===== src/rtl/prbs_pkg.sv =====
// Shared types and default constants for the PRBS generator/checker.
package prbs_pkg;

  typedef enum logic {
    ST_UNLOCK = 1'b0,
    ST_LOCK   = 1'b1
  } lock_state_e;

  // PRBS31: x^31 + x^28 + 1
  localparam int DEF_DATW     = 8;
  localparam int DEF_POLYLEN  = 31;
  localparam int DEF_POLYTAP  = 28;
  localparam int DEF_SYNC_CNT = 4;
  localparam int DEF_LOSS_CNT = 4;
  localparam int DEF_ERRW     = 16;

  function automatic int max_int(input int a, input int b);
    return (a > b) ? a : b;
  endfunction

endpackage


===== src/rtl/prbs_step.sv =====
// Advances the LFSR by DATW bits in one cycle and returns the predicted word.
module prbs_step
  import prbs_pkg::*;
#(
  parameter int DATW    = DEF_DATW,
  parameter int POLYLEN = DEF_POLYLEN,
  parameter int POLYTAP = DEF_POLYTAP
) (
  input  logic [POLYLEN-1:0] state_i,
  input  logic [DATW-1:0]    idat,
  input  logic               mode,
  output logic [POLYLEN-1:0] state_o,
  output logic [DATW-1:0]    pred
);

  logic [POLYLEN-1:0] s;
  logic               fb;

  // state bit k-1 holds LFSR stage k; bit 0 of the word is the earliest in time
  always_comb begin
    s    = state_i;
    fb   = 1'b0;
    pred = '0;
    for (int i = 0; i < DATW; i++) begin
      fb      = s[POLYTAP-1] ^ s[POLYLEN-1];
      pred[i] = fb;
      s       = {s[POLYLEN-2:0], (mode ? idat[i] : fb)};
    end
    state_o = s;
  end

endmodule


===== config.mk =====
export PLATFORM = sky130hd
export DESIGN_NAME = prbs_step
export DESIGN_NICKNAME = d
export VERILOG_FILES = /design/src/rtl/prbs_pkg.sv /design/src/rtl/prbs_step.sv
export SDC_FILE = /design/constraint.sdc
export NUM_CORES = 1
export LEC_CHECK = 0
export BUFFER_PORTS_ARGS = -buffer_cell sky130_fd_sc_hd__buf_2
export CORE_ASPECT_RATIO = 1.1
export CORE_UTILIZATION = 22
export DETAILED_ROUTE_END_ITERATION = 12
export GPL_ROUTABILITY_DRIVEN = 0
export PLACE_DENSITY = 0.8
export SKIP_LAST_GASP = 1
export SYNTH_ARGS = -nofsm -noshare
export SYNTH_HDL_FRONTEND = slang
export SYNTH_SLANG_ARGS = --single-unit

===== constraint.sdc =====
create_clock -name vclk -period 0.8
set_input_delay 0.08 -clock vclk [all_inputs]
set_output_delay 0.08 -clock vclk [all_outputs]
set_load 0.02 [all_outputs]

==> results of run 1 <==
==> per-stage QoR <==
stage	total power, mW	hold slack [ns]	worst slack (ns)	std cells
after detailed placement	0.3765	0.1601	-0.07771	71
after floorplan	0.3888	0.2522	0.08429	41
after global routing	0.5468	0.1600	-0.05360	71
after CTS	0.4980	0.1601	-0.03316	71
after global placement	0.3726	0.1601	-0.07381	71
final	0.5119	0.1600	-0.03309	71
==> worst max-delay path, stage by stage <==
cell and delay [ns]:
buf_8 0.10, xor2_2 0.16, mux2_4 0.27, buf_6 0.13
==> where the power goes <==
part / switching, mW / total (mW) / internal (mW)
Combinational: 0.236 / 0.512 / 0.276
Clock: 0 / 0 / 0
Sequential: 0 / 0 / 0
Total: 0.236 / 0.512 / 0.276
==> synth_stat cells, drive strengths merged <==
library cell,count,area share (%)
xor2,8,20
buf,25,54
mux2,8,26
==> final timing paths <==
| check | to | slack (ns) | cells past startpoint |
|---|---|---|---|
| hold / removal | state_o[14] | 0.16 | 0 |
| setup / recovery | state_o[4] | -0.03 | 4 |
==> final cells by class <==
type	count	share of cell area [%]
Multi-Input combinational cell	16	40.59
Timing Repair Buffer	39	56.07
Tap cell	16	3.347
==> cell families after synthesis <==
kind of cell,Yosys count,synth area share (%)
XOR/XNOR,8,19.93
multiplexers,8,25.62
buffers and inverters,25,54.45
==> repair_timing <==
action / 4_1_cts / 5_1_grt
setup endpoints to repair: 8 / 8
pin swaps: 7 / 4
cloned: 0 / 0
resized for setup: 40 / 6
endpoints found under the hold margin: 0 / 0
==> per-layer routing <==
layer | share of wire [%] | track usage [%] | wire [microns] | up-vias
met1 | 29 | 9.404 | 240 | 142
met5 | 0 | 0 | 0 | -
met2 | 56 | 18.06 | 466 | 31
met4 | 1.2 | 2.069 | 10 | 0
li1 | - | - | - | 127
met3 | 13 | 1.026 | 111 | 4
==> reports/qor.csv, run 1 <==
stage,metric,value,unit
run_status,status,finished with violations,
run_status,violations,negative setup slack,
yosys,ys_seq_area_share,0,%
routing,avgRoutedWirePerCell,11.66,microns
worst_setup_path,critPathCaptureType,primary output,
yosys,netlist_area,351.6,sq um
layout,n_antenna_cell,0,
layout,final_common_cell,buf_2,
global_routing,grt_usage,9.127,%
yosys,synth_cells,41,
timing,setup_tns,-0.1822,ns
global_routing,grt_max_degree,9,
timing,slew_violations,0,
timing,setup_viol,8,
worst_setup_path,cp_max_fo,2,
timing,max_clock_freq,1200,MHz
global_routing,grt_overflow,0,
timing,hold_viol_final,0,
layout,fin_area,598.1,sq um
worst_setup_path,critPathKind,input pin to primary output,
timing,relSlewSlack,88.90,%
yosys,syn_avg_cell_area,8.575,sq um
layout,seq_cells,0,
pwr,vdd_drop_max,382.5,uV
cts,cts_setup_buffers,0,
yosys,yosysUniqueCellTypes,4,
pwr,p_leak,0.3104,nW
pwr,power_density,856.0,nW/um^2
layout,area.growth.synth_to_final,70.11,%
flow_run,cap_violations,0,
yosys,yosysWarningCount,0,
layout,multi_input_area,242.7,sq um
timing,rsz0062_at_grt,yes,
global_routing,grt_antenna_before_repair,0,
timing,period_share,104.1,%
placed_design,placed_cell_area,427.9,sq um
layout,mostFrequentLayoutCells,"19 x buf_2, 16 x buf_6, 8 x mux2_4",
routing,wl,828,microns
layout,clkbuf_count,0,
die,start_util,24.48,%
yosys,synthesis.nets,81,
worst_hold_path,min_from,state_i[6],
die,die_h,43.93,microns
worst_setup_path,arrival,0.75,ns
routing,drc_errors,0,
timing,worst_slew_pin_slew,0.1660,ns
worst_hold_path,hold_class,input pin to primary output,
die,die_x,40.12,microns
layout,layout-drive-gt1-share,98.18,%
routing,vias,304,
routing,drtPass1Iterations,2,
layout,num-fill-cells,140,
timing,post-route-min-period,0.8331,ns
routing,drtIter0Drc,3,
cts,hold_buffers,0,
layout,final_nets,97,
layout,seq_area,0,sq um
placed_design,numPortBuffers,39,
die,io_pins,79,
worst_setup_path,startpoint_type,input pin,
routing,drtAntennaViolNets,0,
die,dieArea,1762,sq um
timing,layout_setup_ws,-0.03309,ns
worst_setup_path,crit_start,state_i[24],
routing,drt-vias-per-instance,4.282,
global_routing,grt_pass1_wl,1214,microns
die,rows,14,
layout,final_util,41.64,%
global_routing,grt_pass1_vias,302,
die,core_area,1436,sq um
worst_setup_path,required,0.72,ns
No activity file was read; power rests on OpenSTA's default activity.
==> inputs of run 2 (changes only) <==
==> constraint.sdc (replaced) <==
create_clock -name vclk -period 0.8
set_input_delay 0.08 -clock vclk [all_inputs]
set_output_delay 0.08 -clock vclk [all_outputs]
set_load 0.1 [all_outputs]
==> run 2 against run 1 <==
The flow still finishes with violations (negative setup slack). Critical path depth stayed put. Total power grew to 3.0 times the previous value. Design area is 74% higher. Non-clock buffer count is 12 higher. Utilization is 31 points higher. Worst hold slack hardly changed. Via count is 15% higher. Critical path type unchanged. Combinational power grew to 3.0 times the previous value. Largest cell class unchanged. First-iteration DRC count is 130% higher. Sequential share of layout area stayed put. Highest routed layer is now met3. Largest power group unchanged.
==> reports/qor.csv, run 2 (synthesis gave the netlist of run 1 again) <==
stage,metric,value,unit,change
timing,setup_viol,9,,+1
flow_run,cap_violations,0,,unchanged
pwr,p_leak,0.4808,nW,+55%
layout,n_antenna_cell,0,,unchanged
worst_setup_path,startpoint_type,input pin,,
global_routing,grt_pass1_wl,1800,microns,+48%
layout,multi_input_area,329.1,sq um,+36%
worst_setup_path,critical_path.endpoint,state_o[0],,
die,die_h,43.93,microns,unchanged
global_routing,grt_usage,14.10,%,+5.0 points
timing,hold_viol_final,0,,unchanged
timing,slew_violations,0,,unchanged
timing,worst_slew_pin_slew,0.1609,ns,-0.005139 ns
timing,period_share,114.4,%,+10 points
worst_setup_path,critPathCaptureType,primary output,,
run_status,status,finished with violations,,
worst_hold_path,hold_class,input pin to primary output,,
layout,layout-drive-gt1-share,100.0,%,+1.8 points
timing,holdWs,0.1600,ns,+0.00002900 ns
global_routing,grt_max_degree,9,,unchanged
layout,area.growth.synth_to_final,196.1,%,
die,core_area,1436,sq um,unchanged
timing,post-route-min-period,0.9155,ns,+0.08238 ns
timing,setup_tns,-0.8411,ns,-0.6589 ns
pwr,power_density,1471,nW/um^2,+72%
layout,seq_cells,0,,unchanged
worst_setup_path,cp_max_fo,2,,unchanged
placed_design,placed_cell_area,904.6,sq um,+110%
layout,clkbuf_count,0,,unchanged
routing,drtIter0Drc,7,,+4
die,dieArea,1762,sq um,unchanged
routing,drc_errors,0,,unchanged
die,rows,14,,unchanged
timing,relSlewSlack,89.27,%,+0.37 points
routing,drt-vias-per-instance,4.217,,-1.5%
routing,avgRoutedWirePerCell,15.23,microns,+31%
layout,num-fill-cells,83,,-41%
timing,max_clock_freq,1092,MHz,-9.0%
die,die_x,40.12,microns,unchanged
run_status,violations,negative setup slack,,
timing,rsz0062_at_grt,yes,,
layout,fin_area,1041,sq um,+74%
placed_design,numPortBuffers,39,,unchanged
worst_setup_path,arrival,0.84,ns,+0.09 ns
routing,drtPass1Iterations,2,,unchanged
die,start_util,24.48,%,unchanged
routing,wl,1264,microns,+53%
die,io_pins,79,,unchanged
worst_setup_path,critPathKind,input pin to primary output,,
routing,vias,350,,+15%
layout,mostFrequentLayoutCells,"23 x buf_12, 13 x buf_4, 8 x mux2_4, 8 x buf_2, 7 x xor2_4",,
global_routing,grt_overflow,0,,unchanged
layout,seq_area,0,sq um,unchanged
global_routing,grt_antenna_before_repair,0,,unchanged
timing,layout_setup_ws,-0.1155,ns,-0.08238 ns
routing,drtAntennaViolNets,0,,unchanged
layout,final_common_cell,buf_12,,
pwr,p_total,1.531,mW,+200%
layout,final_nets,109,,+12%
worst_setup_path,crit_start,state_i[23],,
pwr,vdd_drop_max,599.1,uV,+57%
worst_setup_path,required,0.72,ns,about the same
global_routing,grt_pass1_vias,379,,+25%
run 2: report_power, final:
group / internal, mW / switching (mW) / total [mW]
clock: 0 / 0 / 0
combinational: 0.628 / 0.903 / 1.53
sequential: 0 / 0 / 0
run 2: how the worst min path moves through the flow:
stage | startpoint | endpoint | slack, ns | cells after the start
5_1_grt | state_i[3] | state_o[11] | 0.16 | 0
3_5_place_dp | state_i[4] | state_o[12] | 0.16 | 0
4_1_cts | state_i[4] | state_o[12] | 0.16 | 0
6_report | state_i[18] | state_o[26] | 0.16 | 0
3_3_place_gp | state_i[4] | state_o[12] | 0.16 | 0
2_1_floorplan | state_i[27] | pred[0] | 0.36 | 1
run 2: cell type report:
cell class                      count  share of cell area (%)
Tap cell                           16                   1.923
Timing Repair Buffer               51                   66.47
Multi-Input combinational cell     16                   31.61
run 2: routing by layer:
metal | track usage, % | wire length, microns | up-vias
met3 | 2.564 | 131 | 0
met4 | 0.6897 | 0 | 0
met5 | 0 | 0 | -
met2 | 26.45 | 688 | 32
met1 | 16.51 | 443 | 165
li1 | - | - | 153
run 2: critical path, stage by stage:
cell	delay (ns)
buf_12	0.11
xor2_2	0.18
mux2_4	0.30
buf_12	0.17
run 2: per-stage QoR:
step	cells	util, %	setup slack (ns)
after detailed placement	82	62.98	-0.1831
after global placement	82	62.98	-0.1642
after global routing	83	72.47	-0.1300
after CTS	82	71.60	-0.1107
final	83	72.47	-0.1155
after floorplan	41	-	-0.4270
run 2: repair_timing:
| action | in CTS | in global routing |
|---|---|---|
| hold endpoints to repair | 0 | 0 |
| buffers inserted | 3 | 1 |
| hold buffers | 0 | 0 |
| endpoints found under the setup margin | 16 | 8 |
| gates resized for setup | 35 | 1 |
| pin swaps | 4 | 1 |
